==> config.mk <==
export PLATFORM = sky130hd
export DESIGN_NAME = countdown_timer
export DESIGN_NICKNAME = d
export VERILOG_FILES = /design/src/rtl/timer_pkg.sv /design/src/rtl/timer_prescaler.sv /design/src/rtl/countdown_timer.sv
export SDC_FILE = /design/constraint.sdc
export NUM_CORES = 1
export LEC_CHECK = 0
export CAP_MARGIN = 20
export CORE_ASPECT_RATIO = 1.2
export CORE_UTILIZATION = 35
export CTS_BUF_LIST = sky130_fd_sc_hd__clkbuf_8
export DETAILED_ROUTE_END_ITERATION = 8
export HOLD_SLACK_MARGIN = 0.02
export PLACE_DENSITY = 0.58
export SYNTH_ARGS = -nofsm -noshare
export SYNTH_HDL_FRONTEND = slang
export SYNTH_SLANG_ARGS = --single-unit
==> constraint.sdc <==
create_clock -name clk -period 1.7 [get_ports clk]
set_clock_uncertainty 0.05 [all_clocks]
set_input_delay 0.34 -clock clk [delete_from_list [all_inputs] [get_ports clk]]
set_output_delay 0.34 -clock clk [all_outputs]
set_load 0.02 [all_outputs]
==> src/rtl/timer_pkg.sv <==
// Shared definitions for the countdown timer: FSM state encoding.
package timer_pkg;

  typedef enum logic [1:0] {
    ST_IDLE = 2'd0,
    ST_RUN  = 2'd1,
    ST_DONE = 2'd2
  } timer_state_e;

endpackage

==> src/rtl/timer_prescaler.sv <==
// Prescaler for the countdown timer: strobes once every presc_div+1 enabled cycles.
// Only instantiated when TIMER_PRESCALE_EN is defined.
module timer_prescaler #(
  parameter int unsigned PRESC_WIDTH = 4
) (
  input  logic                   clk,
  input  logic                   reset_n,
  input  logic                   enable,
  input  logic                   clear,
  input  logic [PRESC_WIDTH-1:0] presc_div,
  output logic                   strobe
);

  logic [PRESC_WIDTH-1:0] cnt_q, cnt_d;

  assign strobe = enable && !clear && (cnt_q == presc_div);

  always_comb begin
    cnt_d = cnt_q;
    if (clear) begin
      cnt_d = '0;
    end else if (strobe) begin
      cnt_d = '0;
    end else if (enable) begin
      cnt_d = cnt_q + PRESC_WIDTH'(1);
    end
  end

  always_ff @(posedge clk or negedge reset_n) begin
    if (!reset_n) begin
      cnt_q <= '0;
    end else begin
      cnt_q <= cnt_d;
    end
  end

endmodule

==> src/rtl/countdown_timer.sv <==
// Reloadable down-counter emitting a one-cycle tick at each terminal count, one-shot or periodic.
// Optional prescaler on the count step is enabled by defining TIMER_PRESCALE_EN.
module countdown_timer
  import timer_pkg::*;
#(
  parameter int unsigned CNT_WIDTH   = 8,
  parameter int unsigned PRESC_WIDTH = 4
) (
  input  logic                   clk,
  input  logic                   reset_n,
  input  logic                   enable,
  input  logic                   load,
  input  logic [CNT_WIDTH-1:0]   load_value,
  input  logic                   start,
  input  logic                   stop,
  input  logic                   periodic,
`ifdef TIMER_PRESCALE_EN
  input  logic [PRESC_WIDTH-1:0] presc_div,
`endif
  output logic [CNT_WIDTH-1:0]   count_out,
  output logic                   tick,
  output logic                   busy
);

  timer_state_e         state_q, state_d;
  logic [CNT_WIDTH-1:0] count_q, count_d;
  logic [CNT_WIDTH-1:0] reload_q, reload_d;
  logic                 tick_q, tick_d;
  logic                 step;

`ifdef TIMER_PRESCALE_EN
  timer_prescaler #(
    .PRESC_WIDTH(PRESC_WIDTH)
  ) u_prescaler (
    .clk       (clk),
    .reset_n   (reset_n),
    .enable    (enable && (state_q == ST_RUN)),
    .clear     (start || load || stop),
    .presc_div (presc_div),
    .strobe    (step)
  );
`else
  assign step = enable;
`endif

  always_comb begin
    state_d  = state_q;
    count_d  = count_q;
    reload_d = reload_q;
    tick_d   = 1'b0;

    // stop only affects the state, so a simultaneous load still captures its value.
    if (stop && (state_q == ST_RUN)) begin
      state_d = ST_IDLE;
    end

    if (load) begin
      reload_d = load_value;
      count_d  = load_value;
    end else if (stop) begin
      count_d = count_q;
    end else if (start && (state_q != ST_RUN)) begin
      if (count_q != '0) begin
        state_d = ST_RUN;
      end else if (reload_q != '0) begin
        count_d = reload_q;
        state_d = ST_RUN;
      end
    end else if ((state_q == ST_RUN) && step) begin
      if (count_q > CNT_WIDTH'(1)) begin
        count_d = count_q - CNT_WIDTH'(1);
      end else if (count_q == CNT_WIDTH'(1)) begin
        tick_d = 1'b1;
        if (periodic) begin
          count_d = reload_q;
        end else begin
          count_d = '0;
          state_d = ST_DONE;
        end
      end
    end
  end

  always_ff @(posedge clk or negedge reset_n) begin
    if (!reset_n) begin
      state_q  <= ST_IDLE;
      count_q  <= '0;
      reload_q <= '0;
      tick_q   <= 1'b0;
    end else begin
      state_q  <= state_d;
      count_q  <= count_d;
      reload_q <= reload_d;
      tick_q   <= tick_d;
    end
  end

  assign count_out = count_q;
  assign tick      = tick_q;
  assign busy      = (state_q == ST_RUN);

endmodule

==> results.md <==
- Maxcap violations: 0
- WHS: 358 ps
- Crit path time final: 1860 ps
- Placed inst area: 1780 um2
- CTS sink cnt: 19
- CTS tree: built
- Total CTS buffers: 3
- Hold Path Class: in -> async
- Setup crit end kind: register
- First-pass GRT wire length: 4.97 mm
- Router iterations before antenna repair: 4
- Sequential share of the synthesized area: 40.9%
- Initial core utilization: 37.3%
- Final hold violations: 0
- Non-filler cells, final: 222
- Die ar.: 3550 um2
- Cell area after synthesis: 1160 um2
- Largest net degree at the start of global routing: 20
- Die height: 65.1 um
- Vias in the first global route: 1080
- RSZ-0062 raised after global routing: yes
- Pwr Density: 775 nW/um2
- Slew Viols, Final: 0
- Flops & latches, synth: 19
- Worst slew margin: 71.2%
- Port Buffers: 24
- Antenna violations before repair: 0
- Worst slew pin tran: 426 ps
- Worst EP required: 1810 ps
- Post-Syn Area per Cell: 9.68 um2
- Via count: 1142
- Place WS: -439 ps
- Sum Neg Setup Slack: -1230 ps
- Gr usage total: 19.8%
- Core area: 3110 um2
- Via density: 5.14
- Gpl congestion: 0.813
- CP startpoint kind: register
- Crit path arrival time: 1970 ps
- Reg area: 479 um2
- Antenna Nets Post-Route: 0
- Fill cells: 280
- Max Clock Freq: 538 MHz
- Gate Count Post-Synth: 120
- Worst R2R Start: count_out[0]
- Layout cell share with drive strength beyond 1: 40.9%
- Hold_buf cts: 0
- Drt drc: 0
- Fin nets: 205
- Core Util, Final: 60.1%
- Total Power: 1.45 mW
- Detailed Route Iter0 Violations: 37
- Worst-path fanout max: 11
- Most frequent cells in the layout: buf_4, dfrtp_1, clkdlybuf4s50_1, nand2_1, dlygate4sd2_1
- Routed Wire Length: 3.19 mm
- Failing checks: negative setup slack
- Post-route setup slack: -159 ps
- Length in cells of the worst reg-to-reg path: 6
- Post-route cell area: 1870 um2
- CTS root buf: clkbuf_8
- I/O Pins: 25
- Final period util: 109%
- DR WL/cell: 14.4 um
- Clock Path Buffers: 2
- Area growth from synthesis to layout: 61.0%
- Commonest non-fill, non-tap cell in the layout: buf_4
- Row count: 22
- Multi-input logic area: 708 um2
- # diodes: 0
- VDD IR max: 0.524 mV
- Type of the worst setup path: reg -> reg
- Final setup fails: 10
- R2R Setup Slk: -160 ps
- RR Endpoint: count_out[0]
- Grt ovf: 0
- CTS clk-pin slew, worst paths: 80 ps
- Run status: complete, but fails checks
- Clk_lat worst skew: 260 ps
- Most used DFF post-synth: dfrtp_1
- Die X: 54.6 um
- Placed Cells: 217
- Net count after synthesis: 138
- Post-synth EDFFs: 0
- H-tree Lvls: 1
- Async set-reset flop share out of synthesis: 100%
- Yosys cell types: 41
- DP HPWL: 2.52 mm
- Syn. warnings: 0
- Lkg Pwr: 0.814 nW
cells by family (layout without fill, tap and decap cells):
group	count (synthesis)	after routing	share of synthesized area [%]
compound gates	32	32	19.9
flops	19	19	40.9
buf+inv	13	79	4.96
mux	5	5	4.85
fa+ha+maj	3	3	3.23
xor+xnor	3	3	2.26
simple gates	45	45	23.8
cells in the mapped netlist (all sizes together) (3+ instances only):
master   number  share of area, %
nor4          4               3.4
a2bb2oi       3               2.3
buf           3               1.7
o21ai         7               3.3
nor3          4               3.1
inv           9               2.9
and3          3               1.6
nand2b        3               1.6
o21a          5               3.2
dfrtp        19                41
xnor2         3               2.3
nor2         10               3.2
ha            3               3.2
mux2          5               4.8
a31oi         6               3.2
nand2        12               3.9
critical path, stage by stage (launching register included):
cell and delay (ps):
dfrtp_2 460, ha_4 180, nor4_4 210, a31oi_1 140, a311o_2 390, buf_12 170
o21a_1 160
registers in the layout (all words and copies together), names as in the netlist:
name       flops
count_out      8
tick           1
reload_q       8
state_q        2
where the power goes:
group / internal [mW] / leakage (nW) / switching (mW)
sequential: 0.505 / 0.224 / 0.0641
combinational: 0.294 / 0.565 / 0.260
clock: 0.163 / 0.0255 / 0.162
total: 0.962 / 0.814 / 0.486
layout make-up:
class                      instances  area share [%]
inverter                           9            1.94
timing repair buffer              66            29.7
multi-input combinational         88            37.9
tap                               36            2.41
sequential                        19            25.6
clock inverter                     1           0.268
clock buffer                       3            2.21
metal layers:
layer	part of all wire, %	track usage [%]	up-vias	wire, um
met2	50	31.8	16	1580
met5	0	0	-	0
met3	1.9	2.08	5	62
met4	1.4	7.69	0	45
li1	-	-	576	-
met1	47	26.4	545	1500
how the worst max path moves through the flow:
| stage | depth (start not counted) | slack [ps] | to | from |
|---|---|---|---|---|
| after global placement | 6 | -400 | count_out[4] | enable |
| after floorplan | 6 | -70 | count_out[6] | count_out[0] |
| after detailed placement | 6 | -440 | count_out[4] | enable |
| final | 6 | -160 | count_out[0] | count_out[0] |
| after CTS | 6 | -160 | count_out[0] | count_out[0] |
| after global routing | 6 | -220 | count_out[4] | count_out[0] |
repair_timing:
item / 4_1_cts / 5_1_grt
setup endpoints to repair: 20 / 11
gates resized for setup: 13 / 9
pin swaps: 2 / 3
cloned: 0 / 0
buffers inserted: 1 / 0
hold endpoints to repair: 0 / 0
Note: power is estimated with default switching activity, not from simulation.
